[src/rtl/apb_rr_master_arbiter.sv]
// Round-robin arbiter feeding a single APB master sequencer (IDLE/SETUP/ACCESS/RESP).
// One transfer in flight at a time; an ACCESS-phase timeout turns a hung slave into an error response.
module apb_rr_master_arbiter #(
    parameter int NUM_REQ        = 4,
    parameter int APB_ADDR_WIDTH = 32,
    parameter int APB_DATA_WIDTH = 32,
    parameter int TIMEOUT_CYCLES = 255
) (
    input  logic                                ACLK,
    input  logic                                ARESET,
    input  logic [NUM_REQ-1:0]                  req_valid_i,
    output logic [NUM_REQ-1:0]                  req_ready_o,
    input  logic [NUM_REQ-1:0]                  req_write_i,
    input  logic [NUM_REQ*APB_ADDR_WIDTH-1:0]   req_addr_i,
    input  logic [NUM_REQ*APB_DATA_WIDTH-1:0]   req_wdata_i,
    output logic [NUM_REQ-1:0]                  rsp_valid_o,
    output logic [APB_DATA_WIDTH-1:0]           rsp_rdata_o,
    output logic                                rsp_err_o,
    output logic                                timeout_o,
    output logic                                PSEL,
    output logic                                PENABLE,
    output logic                                PWRITE,
    output logic [APB_ADDR_WIDTH-1:0]           PADDR,
    output logic [APB_DATA_WIDTH-1:0]           PWDATA,
    input  logic [APB_DATA_WIDTH-1:0]           PRDATA,
    input  logic                                PREADY,
    input  logic                                PSLVERR,
    output logic [1:0]                          dbg_state_o
);

    // Handshake: req_ready_o[i] pulses in the IDLE cycle that accepts requester i's stable
    // request; rsp_valid_o[i] is a one-cycle pulse with no backpressure.

    typedef enum logic [1:0] {
        S_IDLE   = 2'd0,
        S_SETUP  = 2'd1,
        S_ACCESS = 2'd2,
        S_RESP   = 2'd3
    } state_t;

    localparam int IDX_W = $clog2(NUM_REQ);
    localparam int CNT_W = (TIMEOUT_CYCLES > 0) ? $clog2(TIMEOUT_CYCLES + 1) : 1;
    localparam logic [CNT_W-1:0] CNT_ONE = CNT_W'(1);
    localparam logic [CNT_W-1:0] CNT_MAX = {CNT_W{1'b1}};
    localparam logic [CNT_W:0]   TO_VAL  = (CNT_W + 1)'(TIMEOUT_CYCLES);

    state_t                    state_q, state_d;
    logic [IDX_W-1:0]          rr_q, rr_d;
    logic [IDX_W-1:0]          gnt_q, gnt_d;
    logic                      write_q, write_d;
    logic [APB_ADDR_WIDTH-1:0] addr_q, addr_d;
    logic [APB_DATA_WIDTH-1:0] wdata_q, wdata_d;
    logic [CNT_W-1:0]          cnt_q, cnt_d;
    logic [APB_DATA_WIDTH-1:0] rdata_q, rdata_d;
    logic                      err_q, err_d;
    logic                      timeout_q, timeout_d;

    logic                      gnt_found;
    logic [IDX_W-1:0]          gnt_idx;
    logic [IDX_W-1:0]          cand;
    logic [CNT_W:0]            cnt_inc;
    logic                      timeout_hit;

    function automatic logic [IDX_W-1:0] wrap_idx(input logic [IDX_W-1:0] base, input int off);
        int s;
        s = int'(base) + off;
        if (s >= NUM_REQ) s = s - NUM_REQ;
        return s[IDX_W-1:0];
    endfunction

    // First valid requester at or above the pointer, wrapping around.
    always_comb begin
        gnt_found = 1'b0;
        gnt_idx   = '0;
        cand      = '0;
        for (int k = 0; k < NUM_REQ; k++) begin
            cand = wrap_idx(rr_q, k);
            if (!gnt_found && req_valid_i[cand]) begin
                gnt_found = 1'b1;
                gnt_idx   = cand;
            end
        end
    end

    assign cnt_inc     = {1'b0, cnt_q} + (CNT_W + 1)'(1);
    assign timeout_hit = (TIMEOUT_CYCLES != 0) && (cnt_inc == TO_VAL);

    always_comb begin
        state_d     = state_q;
        rr_d        = rr_q;
        gnt_d       = gnt_q;
        write_d     = write_q;
        addr_d      = addr_q;
        wdata_d     = wdata_q;
        cnt_d       = cnt_q;
        rdata_d     = rdata_q;
        err_d       = err_q;
        timeout_d   = 1'b0;
        req_ready_o = '0;
        case (state_q)
            S_IDLE: begin
                if (gnt_found && !ARESET) begin
                    req_ready_o[gnt_idx] = 1'b1;
                    gnt_d   = gnt_idx;
                    write_d = req_write_i[gnt_idx];
                    addr_d  = req_addr_i[int'(gnt_idx)*APB_ADDR_WIDTH +: APB_ADDR_WIDTH];
                    wdata_d = req_write_i[gnt_idx] ?
                              req_wdata_i[int'(gnt_idx)*APB_DATA_WIDTH +: APB_DATA_WIDTH] : '0;
                    rr_d    = wrap_idx(gnt_idx, 1);
                    cnt_d   = '0;
                    state_d = S_SETUP;
                end
            end
            S_SETUP: state_d = S_ACCESS;
            S_ACCESS: begin
                if (cnt_q != CNT_MAX) cnt_d = cnt_q + CNT_ONE;
                // PREADY takes precedence over a coincident timeout.
                if (PREADY) begin
                    rdata_d = write_q ? '0 : PRDATA;
                    err_d   = PSLVERR;
                    state_d = S_RESP;
                end else if (timeout_hit) begin
                    rdata_d   = '0;
                    err_d     = 1'b1;
                    timeout_d = 1'b1;
                    state_d   = S_RESP;
                end
            end
            S_RESP: state_d = S_IDLE;
            default: state_d = S_IDLE;
        endcase
    end

    always_ff @(posedge ACLK) begin
        if (ARESET) begin
            state_q   <= S_IDLE;
            rr_q      <= '0;
            gnt_q     <= '0;
            write_q   <= 1'b0;
            addr_q    <= '0;
            wdata_q   <= '0;
            cnt_q     <= '0;
            rdata_q   <= '0;
            err_q     <= 1'b0;
            timeout_q <= 1'b0;
        end else begin
            state_q   <= state_d;
            rr_q      <= rr_d;
            gnt_q     <= gnt_d;
            write_q   <= write_d;
            addr_q    <= addr_d;
            wdata_q   <= wdata_d;
            cnt_q     <= cnt_d;
            rdata_q   <= rdata_d;
            err_q     <= err_d;
            timeout_q <= timeout_d;
        end
    end

    always_comb begin
        rsp_valid_o = '0;
        if (state_q == S_RESP) rsp_valid_o[gnt_q] = 1'b1;
    end

    // Address/data are driven straight from the latch so they hold between transfers.
    assign PSEL        = (state_q == S_SETUP) || (state_q == S_ACCESS);
    assign PENABLE     = (state_q == S_ACCESS);
    assign PWRITE      = write_q;
    assign PADDR       = addr_q;
    assign PWDATA      = wdata_q;
    assign rsp_rdata_o = rdata_q;
    assign rsp_err_o   = err_q;
    assign timeout_o   = timeout_q;
    assign dbg_state_o = state_q;

endmodule

[config.mk]
export PLATFORM = sky130hd
export DESIGN_NAME = apb_rr_master_arbiter
export DESIGN_NICKNAME = d
export VERILOG_FILES = /design/src/rtl/apb_rr_master_arbiter.sv
export SDC_FILE = /design/constraint.sdc
export NUM_CORES = 1
export LEC_CHECK = 0
export BUFFER_PORTS_ARGS = -buffer_cell sky130_fd_sc_hd__buf_2
export CORE_AREA = 4 4 158 160
export CTS_CLUSTER_SIZE = 24
export DETAILED_ROUTE_END_ITERATION = 7
export DIE_AREA = 0 0 162 164
export GPL_ROUTABILITY_DRIVEN = 0
export PLACE_DENSITY = 0.61
export SETUP_SLACK_MARGIN = 0.1
export SLEW_MARGIN = 5
export SYNTH_ARGS = -nofsm -noshare
export SYNTH_HDL_FRONTEND = slang
export SYNTH_SLANG_ARGS = --single-unit
[constraint.sdc]
create_clock -name ACLK -period 5.4 [get_ports ACLK]
set_input_delay 0.27 -clock ACLK [delete_from_list [all_inputs] [get_ports ACLK]]
set_output_delay 0.27 -clock ACLK [all_outputs]
set_load 0.005 [all_outputs]
==> flow_summary_export.csv <==
group,metric,value,unit
status,status,"complete, no violations",
route,ant_nets,0,
critical_path,cp-start-kind,"register",
critical_path,cp.depth,6,
yosys,synth_top_family_by_area,"compound AO/OA/AOI/OAI gates",
global_route,grtUsageMet3,0.0444,
clocking,clock_latency,0.41,ns
placed_design,numPortBuffers,410,
run,max_cap_viol_count,0,
critical_path,reg2reg_from,"rr_q[0]$_SDFFE_PP0P_",
yosys,yosysTopAreaCellShare,0.354,
sta,relSlewSlack,0.236,
placed_design,dpl.hpwl,18500,um
worst_hold_path,hold_depth,2,
sta,setup_viol,0,
yosys,synthMuxAreaShare,0.00627,
yosys,yosys.cell_types.count,52,
sta,worst_slew_pin_slew,1.15,ns
critical_path,critPathMaxStageDelay,0.92,ns
clocking,postCtsHoldBufs,0,
global_route,grt_pass1_wl,39100,um
clocking,cts_tree,"done",
floorplanning,fp.coreArea,23400,sq um
critical_path,cp.arrival,2.89,ns
clocking,cts_setup_buffers,0,
clocking,cts_buffer_depth,2,
critical_path,path_delay_family,"compound AO/OA/AOI/OAI gates",
sta,tns,0,ns
cells_and_area,fillers,2532,
sta,drv_slew,0,
route,dr_total_vias,7892,
route,wl,26100,um
placed_design,dpl_cell_area,8550,sq um
yosys,synthFlopType,"dfxtp_1",
clocking,cts_sinks,113,
critical_path,crit_fanout,66,
global_route,grt_use_met2,0.323,
clocking,numCtsBuffers,17,
cells_and_area,antennaDiodeCount,0,
yosys,synth_edf_count,0,
cells_and_area,drive_gt1_frac,0.387,
floorplanning,ios,411,
clocking,cts_htree_levels,4,
floorplanning,die_h,164,um
critical_path,r2r-end,"PWDATA[30]$_SDFFE_PP0P_",
route,dr.pass1.iters,6,
floorplanning,rows,56,
yosys,yosys.area_share.simple,0.253,
sta,rsz0062_at_grt,"false",
route,drtIter0Drc,640,
global_route,antenna_found_initial,0,
floorplanning,die-area,26600,sq um
worst_hold_path,hp-class,"in2reg",
yosys,synth_fa_ha_area_frac,0.0118,
global_route,gr-usage-met1,0.216,
yosys,synth_area_per_cell,7.62,sq um
floorplanning,start_util,0.273,
global_route,grt_pass1_vias,7434,
sta,max_freq,0.316,GHz
worst_hold_path,hold_path_end,"rsp_rdata_o[12]$_SDFFE_PP0P_",
critical_path,crit_path_end_kind,"output pin",
global_route,grt_max_degree,101,
power_and_ir_drop,power_leakage,4.29,nW
yosys,ys.warnings.count,0,
power_and_ir_drop,max-vdd-ir-drop,0.000209,V
critical_path,required,5.13,ns
critical_path,reg2reg_slack,2.68,ns
worst_hold_path,min_from,"PRDATA[12]",
route,avgRoutedWirePerCell,17.1,um
critical_path,cp_cell_sequence,"nor2b_1 -> o21ba_2 -> nor2_2 -> buf_4 -> nor3_1 -> buf_2",
sta,skew,0.00885,ns
yosys,synth_top_cell_by_area,"dfxtp_1",
cells_and_area,fin_area,9110,sq um
sta,finalCritPeriodShare,0.586,
cells_and_area,syn_to_final_growth,42.6,%
clocking,cts_resized,0,
critical_path,crit_buf_inv,2,
yosys,synth_compound_gate_area_share,0.299,
yosys,syn_inst,838,
yosys,synthArstFlopShare,0,
yosys,ys_ff_latch,113,
global_route,grtUsageTotal,0.182,
yosys,synth_area,6380,sq um
critical_path,slowest_stage,"o21ba_2",
placed_design,pre_cts_ws,2.56,ns
critical_path,critical_path_class,"reg2out",
sta,fin_ws,2.24,ns
yosys,synth.area.top_cells,"dfxtp_1, nand3_1, nand2_1",
yosys,synth-seq-area-share,0.354,
route,via_per_inst,5.19,
critical_path,r2r_cells,8,
clocking,cts.clk_slew.worst_paths,0.06,ns
sta,post-route-min-period,3.16,ns
route,drcViolationCount,0,
cells_and_area,nets,1494,
global_route,grt.busiest_layer,"met2",
floorplanning,die_w,162,um
yosys,synth_xor_area_frac,0.00274,
sta,hold_viol,0,
yosys,syn_nets,1144,
clocking,cts.root.buffer_cell,"clkbuf_16",
global_route,overflow,0,
power_and_ir_drop,power.density,406,nW/um^2
-- worst reg2reg max path, stage by stage (launching register included) --
cell and delay (ns):
dfxtp_1 0.41, nor2b_1 0.11, o21bai_4 0.13, buf_4 0.76, nand3_1 0.30, o22ai_2 0.23
buf_4 0.40, a32oi_1 0.19, nor2_1 0.13
-- synthesized netlist by cell type, types with 2 or more instances --
master	number
nor2b_1	2
a21boi_0	2
dfxtp_1	113
a211oi_1	33
buf_4	4
nand3_1	134
a311o_1	32
inv_1	8
a32oi_1	32
clkbuf_1	49
or3_1	3
buf_2	21
nor2_1	53
and3_1	33
a311oi_1	2
nor3b_1	2
a21oi_1	44
buf_6	7
nor4_1	3
o21ai_1	2
ha_1	6
buf_1	9
a22oi_1	3
a21o_1	5
nand2_1	105
mux2i_1	4
a22o_1	32
nor3_1	4
o21ai_0	68
-- metal layers --
layer  part of all wire  vias up  wire, um
met5                  0        -         0
met4              0.025        0       649
met1               0.40     3695     10500
li1                   -     3815         -
met2               0.50      341     13100
met3              0.069       41      1810
-- sequential cells by signal, indices dropped and copies added, names as in the netlist --
name / cells
PADDR: 32
PWDATA: 32
rsp_rdata_o: 32
cnt_q: 8
dbg_state_o: 2
gnt_q: 2
rr_q: 2
PWRITE: 1
rsp_err_o: 1
timeout_o: 1
-- how the worst max path moves through the flow --
stage / from / end / slack (ns)
global route: rr_q[0]$_SDFFE_PP0P_ / req_ready_o[1] / 1.94
detailed placement: req_valid_i[0] / req_ready_o[1] / 2.56
floorplan: cnt_q[1]$_SDFFE_PP0P_ / rsp_rdata_o[0]$_SDFFE_PP0P_ / 3.37
finish: rr_q[0]$_SDFFE_PP0P_ / req_ready_o[1] / 2.24
CTS: rr_q[0]$_SDFFE_PP0P_ / req_ready_o[1] / 2.22
global placement: req_valid_i[0] / req_ready_o[1] / 2.57
-- power breakdown --
| group | total, mW | internal (mW) | switching, mW |
|---|---|---|---|
| clock network | 1.07 | 0.638 | 0.435 |
| logic | 1.55 | 0.588 | 0.960 |
| registers | 1.08 | 0.990 | 0.0879 |
| total | 3.70 | 2.22 | 1.48 |
-- logic make-up (layout without fill, tap and decap cells) --
kind of cell / after synthesis / count (layout)
compound gates: 267 / 267
buf+inv: 99 / 462
flops: 113 / 113
mux: 4 / 4
simple gates: 347 / 347
fa+ha+maj: 6 / 6
xor+xnor: 2 / 2
-- cell usage in the layout, fill, tap and decap left out, drive strengths merged, types with 2 or more instances in the layout --
cell,count
a21oi,44
o21ai,70
nor4,3
a22o,32
and3,33
a211oi,33
nor3b,2
inv,14
nand2,105
dfxtp,113
mux2i,4
a21o,5
or3,3
nand3,134
a311o,32
ha,6
a311oi,2
nor2b,2
a21boi,2
clkbuf,18
o221ai,2
nor3,4
a22oi,3
buf,421
clkinvlp,4
clkinv,4
a32oi,32
nor2,54
-- stage by stage --
stage | hold WS (ns) | util | std cells | power [mW]
after floorplan | 0.347 | - | 838 | 2.12
after global placement | 0.439 | 0.365 | 1488 | 2.63
after detailed placement | 0.443 | 0.365 | 1488 | 2.65
after CTS | 0.0427 | 0.389 | 1520 | 3.75
after global routing | 0.0441 | 0.389 | 1520 | 3.97
final | 0.0684 | 0.389 | 1520 | 3.70
-- layout make-up --
class | instances | area [sq um] | share of cell area
clock buffers | 18 | 429 | 0.0471
clock inverters | 14 | 128 | 0.0140
inverters | 9 | 33.8 | 0.00371
well taps | 319 | 399 | 0.0438
multi-input cells | 626 | 3720 | 0.408
repair buffers | 421 | 2140 | 0.235
flip-flops and latches | 113 | 2260 | 0.248
(Power assumes the default switching activity.)
